==> src/rtl/bit_stream_tx_pkg.sv <==
// Shared definitions for the bit-stream transmitter: FSM encodings and the
// two 3-bit patterns watched for in the outgoing stream.
package bit_stream_tx_pkg;

  typedef enum logic [1:0] {
    ST_IDLE  = 2'd0,
    ST_SHIFT = 2'd1,
    ST_GAP   = 2'd2
  } state_t;

  localparam logic [2:0] PAT_110 = 3'b110;
  localparam logic [2:0] PAT_101 = 3'b101;

  // True when a 3-bit window (oldest bit in [2]) matches either pattern.
  function automatic logic is_pattern(input logic [2:0] window);
    return (window == PAT_110) || (window == PAT_101);
  endfunction

endpackage

==> src/rtl/bit_stream_tx_hit.sv <==
// Watches the valid bits of the serial stream and pulses hit one cycle after
// the last three valid bits form 110 or 101. Keeps a saturating hit count.
module pattern_hit_counter
  import bit_stream_tx_pkg::*;
#(
  parameter int CNT_W = 8
) (
  input  logic             clk,
  input  logic             reset,
  input  logic             bit_in,
  input  logic             bit_valid,
  output logic             hit,
  output logic [CNT_W-1:0] hit_cnt
);

  logic [1:0] hist;
  logic       match;

  assign match = bit_valid && is_pattern({hist, bit_in});

  // History advances only on valid bits; hit and count update together.
  always_ff @(posedge clk or posedge reset) begin
    if (reset) begin
      hist    <= 2'b00;
      hit     <= 1'b0;
      hit_cnt <= '0;
    end else begin
      hit <= match;
      if (bit_valid) begin
        hist <= {hist[0], bit_in};
      end
      if (match && (hit_cnt != {CNT_W{1'b1}})) begin
        hit_cnt <= hit_cnt + 1'b1;
      end
    end
  end

endmodule

==> src/rtl/bit_stream_tx.sv <==
// Serializer for the 110/101 detector link. Accepts a word on a valid/ready
// handshake, sends it one bit per clock, then idles GAP cycles.
//
// state    | meaning
// ST_IDLE  | waiting for din_valid; din_ready high
// ST_SHIFT | a data bit is on w, bit_cnt is its index in the word
// ST_GAP   | inter-word idle, w=0, w_valid=0
module bit_stream_tx
  import bit_stream_tx_pkg::*;
#(
  parameter int WIDTH     = 8,
  parameter int GAP       = 1,
  parameter bit MSB_FIRST = 1'b1,
  parameter int CNT_W     = 8
) (
  input  logic             clk,
  input  logic             reset,
  input  logic [WIDTH-1:0] din,
  input  logic             din_valid,
  output logic             din_ready,
  output logic             w,
  output logic             w_valid,
  output logic             frame_start,
  output logic             busy,
  output logic             hit,
  output logic [CNT_W-1:0] hit_cnt
);

  localparam int BCW = $clog2(WIDTH);
  localparam int GCW = (GAP > 0) ? $clog2(GAP + 1) : 1;
  localparam logic [BCW-1:0] LAST_BIT = BCW'(WIDTH - 1);
  localparam logic [GCW-1:0] GAP_LOAD = (GAP > 0) ? GCW'(GAP - 1) : '0;

  state_t           state;
  logic [WIDTH-1:0] shreg;
  logic [BCW-1:0]   bit_cnt;
  logic [GCW-1:0]   gap_cnt;

  function automatic logic head(input logic [WIDTH-1:0] v);
    return MSB_FIRST ? v[WIDTH-1] : v[0];
  endfunction

  function automatic logic [WIDTH-1:0] advance(input logic [WIDTH-1:0] v);
    return MSB_FIRST ? {v[WIDTH-2:0], 1'b0} : {1'b0, v[WIDTH-1:1]};
  endfunction

  assign din_ready = (state == ST_IDLE) && !reset;

  // Sequencer: the first bit is registered onto w during the handshake cycle.
  always_ff @(posedge clk or posedge reset) begin
    if (reset) begin
      state       <= ST_IDLE;
      busy        <= 1'b0;
      w           <= 1'b0;
      w_valid     <= 1'b0;
      frame_start <= 1'b0;
      shreg       <= '0;
      bit_cnt     <= '0;
      gap_cnt     <= '0;
    end else begin
      case (state)
        ST_IDLE: begin
          w           <= 1'b0;
          w_valid     <= 1'b0;
          frame_start <= 1'b0;
          if (din_valid && din_ready) begin
            state       <= ST_SHIFT;
            busy        <= 1'b1;
            shreg       <= advance(din);
            w           <= head(din);
            w_valid     <= 1'b1;
            frame_start <= 1'b1;
            bit_cnt     <= '0;
          end
        end
        ST_SHIFT: begin
          frame_start <= 1'b0;
          if (bit_cnt == LAST_BIT) begin
            w       <= 1'b0;
            w_valid <= 1'b0;
            if (GAP > 0) begin
              state   <= ST_GAP;
              gap_cnt <= GAP_LOAD;
            end else begin
              state <= ST_IDLE;
              busy  <= 1'b0;
            end
          end else begin
            w       <= head(shreg);
            shreg   <= advance(shreg);
            bit_cnt <= bit_cnt + 1'b1;
          end
        end
        ST_GAP: begin
          w       <= 1'b0;
          w_valid <= 1'b0;
          if (gap_cnt == '0) begin
            state <= ST_IDLE;
            busy  <= 1'b0;
          end else begin
            gap_cnt <= gap_cnt - 1'b1;
          end
        end
        default: begin
          state       <= ST_IDLE;
          busy        <= 1'b0;
          w           <= 1'b0;
          w_valid     <= 1'b0;
          frame_start <= 1'b0;
        end
      endcase
    end
  end

  pattern_hit_counter #(.CNT_W(CNT_W)) u_hit (
    .clk       (clk),
    .reset     (reset),
    .bit_in    (w),
    .bit_valid (w_valid),
    .hit       (hit),
    .hit_cnt   (hit_cnt)
  );

endmodule

==> config.mk <==
export PLATFORM = sky130hd
export DESIGN_NAME = bit_stream_tx
export DESIGN_NICKNAME = d
export VERILOG_FILES = /design/src/rtl/bit_stream_tx_pkg.sv /design/src/rtl/bit_stream_tx_hit.sv /design/src/rtl/bit_stream_tx.sv
export SDC_FILE = /design/constraint.sdc
export NUM_CORES = 1
export LEC_CHECK = 0
export CORE_ASPECT_RATIO = 0.8
export CORE_UTILIZATION = 35
export DETAILED_ROUTE_END_ITERATION = 10
export PLACE_DENSITY = 0.62
export SYNTH_ARGS = -nofsm -noshare
export SYNTH_HDL_FRONTEND = slang
export SYNTH_SLANG_ARGS = --single-unit
==> constraint.sdc <==
create_clock -name clk -period 3.3 [get_ports clk]
set_input_delay 0.495 -clock clk [delete_from_list [all_inputs] [get_ports clk]]
set_output_delay 0.495 -clock clk [all_outputs]
set_load 0.1 [all_outputs]
==> flow_summary.yaml, run 1 <==
power_and_ir_drop:
  power.share.switching_pct: 47.2
  power.sequential.fraction_pct: 36.5
  clockPowerShare_pct: 12.2
  p_int_w: 0.000798
  part_of_the_power_in_combinational_logic_pct: 51.3
  p_switching_w: 0.000714
  power_density_nw_per_um2: 932
  static-leakage-power_nw: 0.692
  power.ir.vdd_worst_uv: 351
  post-layout-total-power_w: 0.00151
timing:
  final.setup_skew_ps: 1.20
  slew_violations: 0
  hold_ws_ps: 510
  relSlewSlack_pct: 31.3
  period_minus_ws_final_ps: 2380
  layout_worst_path_cycle_share_pct: 72.2
  report.final.setup_viol: 0
  top_achievable_clock_speed_ghz: 0.420
  final_hold_viol_count: 0
  setup_tns_ps: 0
  rsz0062_at_grt: "no"
  worst_tran_pin_value_ps: 1030
global_route:
  grt-ovfl-total: 0
  grt_first_pass_wirelength_um: 4100
  initial_antenna_violation_count: 0
  grt_use_total_pct: 13.1
  largest_net_degree_at_the_start_of_global_routing: 28
  first_global_vias: 914
run_status:
  result_of_the_run: "complete, no violations"
floorplanning:
  die_area_um2: 3990
  floorplan.rows: 19
  die-width_um: 70.3
  die-height_um: 56.7
  placeableCoreArea_um2: 3490
  top_level_ports: 25
  initial_utilization_pct: 37.4
routing:
  drt-pass1-iter-count: 4
  post-route-drc-count: 0
  drt-met1-wl_um: 1090
  drt_iter0_drc: 24
  detailroute.wirelength.met3_um: 98
  wl_per_cell_um: 13.0
  routed-wl-met2_um: 1110
  top_layer_used: "met4"
  antenna_violating_nets_post_route: 0
  via_per_inst: 5.32
  totalWireLength_um: 2300
  via_count: 941
clocking:
  clkTransAtPathRegs_ps: 90
  maximum_level_of_the_cts_h_tree: 1
  cts_setup_buffers: 0
  clock_sink_count: 27
  ctsRootBufferMaster: "sky130_fd_sc_hd__clkbuf_8"
  clock_insertion_delay_worst_skew_ps: 270
  tritoncts: "built"
  post_cts_resized: 0
  numCtsBuffers: 3
  clockBufferDepth: 2
  holdBufCountCts: 0
logic_synthesis:
  synth_top_cell_area_share_pct: 51.7
  gate_count_post_synth: 109
  netlist_top_cells_count: "27 x sky130_fd_sc_hd__dfrtp_1, 8 x sky130_fd_sc_hd__mux2_1, 7 x sky130_fd_sc_hd__inv_1"
  most_numerous_cell_in_the_yosys_netlist: "sky130_fd_sc_hd__dfrtp_1"
  share_of_synthesized_area_occupied_by_flip_flops_and_latches_pct: 51.7
  synth-edff-count: 0
  unique_cell_type_count_in_the_yosys_netlist: 35
  synth_warnings: 0
  synth_seq_cells: 27
  syn_nets: 123
  synthesis.area_um2: 1310
  postSynth.topFlopCell: "sky130_fd_sc_hd__dfrtp_1"
  syn_avg_cell_area_um2: 12.0
  synth_largest_area_cell: "sky130_fd_sc_hd__dfrtp_1"
  synth-async-reset-ratio_pct: 100
  netlist_top_cells_area: "sky130_fd_sc_hd__dfrtp_1 52%, sky130_fd_sc_hd__mux2_1 6.9%, sky130_fd_sc_hd__mux2i_1 3.8%"
worst_setup_path:
  timing.reg2reg.worst_path_depth: 6
  critical_path.endpoint_type: "primary output"
  crit_path_top_delay_cell: "sky130_fd_sc_hd__clkdlybuf4s50_1"
  critical_path.n_buffers_inverters: 1
  cp_top_family: "buffers and inverters"
  cp_data_required_time_ps: 2800
  crit_path_cell_trace: "clkdlybuf4s50_1"
  timing.critical_path.depth: 1
  timing_worst_setup_path_type: "reg2out"
  critical_path_peak_fanout: 6
  crit_path_start_kind: "flip-flop"
  worst_path_arrival_ps: 1890
  worst_path_largest_cell_delay_ps: 1170
layout:
  drive_gt1_share_pct: 12.6
  insertedDiodeCount: 0
  layout.nets: 150
  area.growth.synth_to_final_pct: 24.0
  n_fill_cell: 329
  fin_util_pct: 46.4
placed_design:
  io_buffer_count: 24
  gp_routability_congestion: 0.827
  hpwl_after_dpl_um: 1710
hold_path:
  timing.hold.worst.class: "reg2reg"
  whs_path_depth: 1
job:
  max_cap_violations: 0
[final timing paths]
path                                        from         end  slack, ps
max in group asynchronous                  reset    shreg[5]       1780
worst max register to register        bit_cnt[0]    shreg[3]       1410
min in group asynchronous                  reset  bit_cnt[0]        900
worst min-delay path                    shreg[3]    shreg[3]        510
worst min register to register          shreg[3]    shreg[3]        510
worst max-delay path            u_hit.hit_cnt[0]  hit_cnt[0]        920
[layout make-up]
cell class | instances | area, um2 | share of cell area, %
clock buffer | 4 | 45.0 | 2.78
multi-input combinational | 72 | 581 | 35.8
tap | 42 | 52.6 | 3.24
inverter | 8 | 35.0 | 2.16
timing repair buffer | 24 | 233 | 14.4
sequential | 27 | 676 | 41.7
[stage by stage]
| stage | cell area, um2 | worst slack (ps) | cells |
|---|---|---|---|
| floorplan | 1310 | 254 | 109 |
| global placement | 1580 | 1220 | 173 |
| detailed placement | 1580 | 1210 | 173 |
| CTS | 1620 | 900 | 177 |
| global route | 1620 | 841 | 177 |
| finish | 1620 | 917 | 177 |
[flip-flops by register name, summed over array words and instances (netlist names)]
signal,cells
state,2
u_hit.hit,1
busy,1
w_valid,1
shreg,7
u_hit.hit_cnt,8
frame_start,1
bit_cnt,3
w,1
u_hit.hist,2
[per-layer routing]
layer | vias to the layer above | GRT usage [%]
li1 | 450 | -
met1 | 467 | 16.4
met2 | 22 | 22.4
met3 | 2 | 4.31
met4 | 0 | 1.71
met5 | - | 0
[power by group through the flow]
stage	sequential, W	clock (W)	combinational (W)
after floorplan	0.000803	0	0.000371
after global placement	0.000558	0	0.000772
after detailed placement	0.000563	0	0.000781
after CTS	0.000556	0.000193	0.000784
after global routing	0.000573	0.000203	0.000837
final	0.000552	0.000184	0.000776
[cell families after synthesis]
group | Yosys count | share of synthesized area, %
simple gates | 34 | 16.7
flops | 27 | 51.7
mux | 18 | 15.3
compound gates | 15 | 7.66
buf+inv | 10 | 3.92
fa+ha+maj | 3 | 2.87
xor+xnor | 2 | 1.91
[layout by cell type, fill, tap and decap left out]
cell type | netlist | final
sky130_fd_sc_hd__a21oi_1 | 3 | 3
sky130_fd_sc_hd__mux2_4 | 1 | 1
sky130_fd_sc_hd__nor2_1 | 3 | 3
sky130_fd_sc_hd__nor4b_4 | 1 | 1
sky130_fd_sc_hd__clkdlybuf4s50_1 | 0 | 21
sky130_fd_sc_hd__nand4_1 | 2 | 2
sky130_fd_sc_hd__a32o_1 | 1 | 1
sky130_fd_sc_hd__mux2i_1 | 5 | 5
sky130_fd_sc_hd__buf_4 | 0 | 3
sky130_fd_sc_hd__clkbuf_1 | 0 | 1
sky130_fd_sc_hd__o21ai_1 | 3 | 3
sky130_fd_sc_hd__a21boi_1 | 1 | 1
sky130_fd_sc_hd__nor4_1 | 3 | 3
sky130_fd_sc_hd__a31oi_1 | 1 | 1
sky130_fd_sc_hd__clkinv_4 | 1 | 1
sky130_fd_sc_hd__a311o_2 | 1 | 1
sky130_fd_sc_hd__a22o_1 | 1 | 1
sky130_fd_sc_hd__clkbuf_8 | 0 | 3
sky130_fd_sc_hd__nor3b_4 | 1 | 1
sky130_fd_sc_hd__o21ai_0 | 2 | 2
sky130_fd_sc_hd__nand2b_1 | 3 | 3
sky130_fd_sc_hd__nand4b_1 | 2 | 2
sky130_fd_sc_hd__nand2_1 | 6 | 6
sky130_fd_sc_hd__mux2_2 | 4 | 4
sky130_fd_sc_hd__o21bai_1 | 1 | 1
sky130_fd_sc_hd__or4b_1 | 1 | 1
sky130_fd_sc_hd__nor3_1 | 6 | 6
sky130_fd_sc_hd__and3_1 | 2 | 2
sky130_fd_sc_hd__xnor2_1 | 1 | 1
sky130_fd_sc_hd__nor2_2 | 1 | 1
sky130_fd_sc_hd__dfrtp_1 | 27 | 27
sky130_fd_sc_hd__xnor2_2 | 1 | 1
sky130_fd_sc_hd__a311oi_1 | 1 | 1
sky130_fd_sc_hd__mux2_1 | 8 | 8
sky130_fd_sc_hd__inv_1 | 7 | 7
sky130_fd_sc_hd__ha_1 | 3 | 3
sky130_fd_sc_hd__nand3_1 | 3 | 3
(Power assumes the default switching activity.)
==> run 2: changes to the inputs <==
==> constraint.sdc (replaced) <==
create_clock -name clk -period 2.32 [get_ports clk]
set_input_delay 0.348 -clock clk [delete_from_list [all_inputs] [get_ports clk]]
set_output_delay 0.348 -clock clk [all_outputs]
set_load 0.1 [all_outputs]
==> run 2 against run 1 <==
Effect of this change:
- clock skew barely moved
- critical path depth rose by 2
- sequential power rose by 44%
- first-iteration DRC count rose by 13%
- die area did not move
- sequential share of layout area fell by 0.16 points
- global-route usage rose by 0.44 points
==> flow_summary.yaml, run 2 (synthesis results as in run 1) <==
timing:
  final.setup_skew_ps: 1.14
  rsz0062_at_grt: "no"
  report.final.setup_viol: 0
  period_minus_ws_final_ps: 1780
  slew_violations: 0
  relSlewSlack_pct: 69.5
  final_hold_viol_count: 0
  setup_tns_ps: 0
  worst_tran_pin_value_ps: 455
  layout_worst_path_cycle_share_pct: 76.9
  top_achievable_clock_speed_ghz: 0.561
worst_setup_path:
  crit_path_cell_trace: "nand2b_1 > mux2_1 > mux2_2"
  critical_path_peak_fanout: 9
  r2r_slack_ps: 540
  cp_top_family: "multiplexers"
  timing_worst_setup_path_type: "reg2reg"
  critical_path.endpoint_type: "flip-flop"
  cp_data_required_time_ps: 2490
  worst_r2r_endpoint: "shreg[3]"
  critical_path.n_buffers_inverters: 0
  critical_path.reg2reg.startpoint: "state[1]"
  crit_path_top_delay_cell: "sky130_fd_sc_hd__dfrtp_1"
  timing.reg2reg.worst_path_depth: 3
  worst_path_largest_cell_delay_ps: 590
  worst_path_arrival_ps: 1950
  crit_path_start_kind: "flip-flop"
clocking:
  post_cts_resized: 0
  clockBufferDepth: 2
  maximum_level_of_the_cts_h_tree: 1
  clkTransAtPathRegs_ps: 90
  cts_setup_buffers: 0
  ctsRootBufferMaster: "sky130_fd_sc_hd__clkbuf_8"
  holdBufCountCts: 0
  clock_sink_count: 27
  numCtsBuffers: 3
  tritoncts: "built"
  clock_insertion_delay_worst_skew_ps: 270
hold_path:
  whs_path_depth: 1
  worst_hold_startpoint: "shreg[4]"
  end_of_the_worst_hold_path: "shreg[4]"
  timing.hold.worst.class: "reg2reg"
power_and_ir_drop:
  power_density_nw_per_um2: 1360
  static-leakage-power_nw: 0.727
  post-layout-total-power_w: 0.00221
  power.ir.vdd_worst_uv: 573
layout:
  insertedDiodeCount: 0
  max_flop_register: "u_hit.hit_cnt"
  drive_gt1_share_pct: 23.4
  layout_top_registers: "u_hit.hit_cnt (8), shreg (7), bit_cnt (3)"
  area.growth.synth_to_final_pct: 24.5
  layout.cells.most_common: "sky130_fd_sc_hd__dfrtp_1"
  layout.nets: 152
  layout_common_cells: "27 x sky130_fd_sc_hd__dfrtp_1, 15 x sky130_fd_sc_hd__buf_4, 10 x sky130_fd_sc_hd__clkdlybuf4s50_1"
  largest_register_ff_count: 8
global_route:
  first_global_vias: 918
  largest_net_degree_at_the_start_of_global_routing: 28
  grt_use_total_pct: 13.5
  grt_first_pass_wirelength_um: 4220
  initial_antenna_violation_count: 0
  grt-ovfl-total: 0
placed_design:
  hpwl_after_dpl_um: 1800
  gp_routability_congestion: 0.768
  io_buffer_count: 24
routing:
  totalWireLength_um: 2490
  drt_iter0_drc: 27
  wl_per_cell_um: 13.9
  drt-pass1-iter-count: 4
  via_count: 942
  post-route-drc-count: 0
  antenna_violating_nets_post_route: 0
  via_per_inst: 5.26
floorplanning:
  floorplan.rows: 19
  placeableCoreArea_um2: 3490
  die_area_um2: 3990
  initial_utilization_pct: 37.4
  top_level_ports: 25
  die-height_um: 56.7
  die-width_um: 70.3
job:
  max_cap_violations: 0
run_status:
  result_of_the_run: "complete, no violations"
[run 2: changes by cell type in the layout (fill, tap and decap cells not counted)]
cell,delta
sky130_fd_sc_hd__buf_12,+1
sky130_fd_sc_hd__buf_4,+12
sky130_fd_sc_hd__clkbuf_1,-1
sky130_fd_sc_hd__clkdlybuf4s50_1,-11
sky130_fd_sc_hd__clkinv_2,+1
sky130_fd_sc_hd__nor3_1,-1
sky130_fd_sc_hd__nor3_2,+1
[run 2: layout make-up]
type                            count  area, um2
Sequential cell                    27        676
Multi-Input combinational cell     72        586
Clock buffer                        3       41.3
Inverter                            8       35.0
Fill cell                         315       1870
Tap cell                           42       52.6
Timing Repair Buffer               26        233
Clock inverter                      1       5.00
[run 2: worst max path at each step]
stage                           startpoint               end  slack [ps]  depth (start not counted)
after floorplan           u_hit.hit_cnt[0]  u_hit.hit_cnt[6]         150                          4
after global placement               reset          shreg[4]         400                          5
after detailed placement             reset          shreg[3]         310                          5
after CTS                         state[1]          shreg[3]         500                          3
after global routing              state[1]          shreg[3]         480                          3
final                             state[1]          shreg[3]         540                          3
[run 2: per-stage QoR]
stage	hold slack [ps]	worst slack [ps]	cell area, um2	utilization, %	instances
2_1_floorplan	401	150	1310	-	109
6_report	522	536	1630	46.6	179
5_1_grt	547	476	1630	46.6	179
4_1_cts	519	499	1630	46.6	179
3_3_place_gp	487	395	1580	45.3	175
3_5_place_dp	497	308	1580	45.3	175
[run 2: power breakdown]
part	total [W]	switching [W]	internal (W)
Sequential	0.000795	0.000162	0.000633
Clock	0.000271	0.000150	0.000120
Combinational	0.00114	0.000745	0.000395
[run 2: routing by layer]
| metal | routed length [um] | global-route usage [%] |
|---|---|---|
| met1 | 1120 | 16.6 |
| met2 | 1200 | 23.4 |
| met3 | 161 | 4.67 |
| met4 | 12 | 1.71 |
| met5 | 0 | 0 |
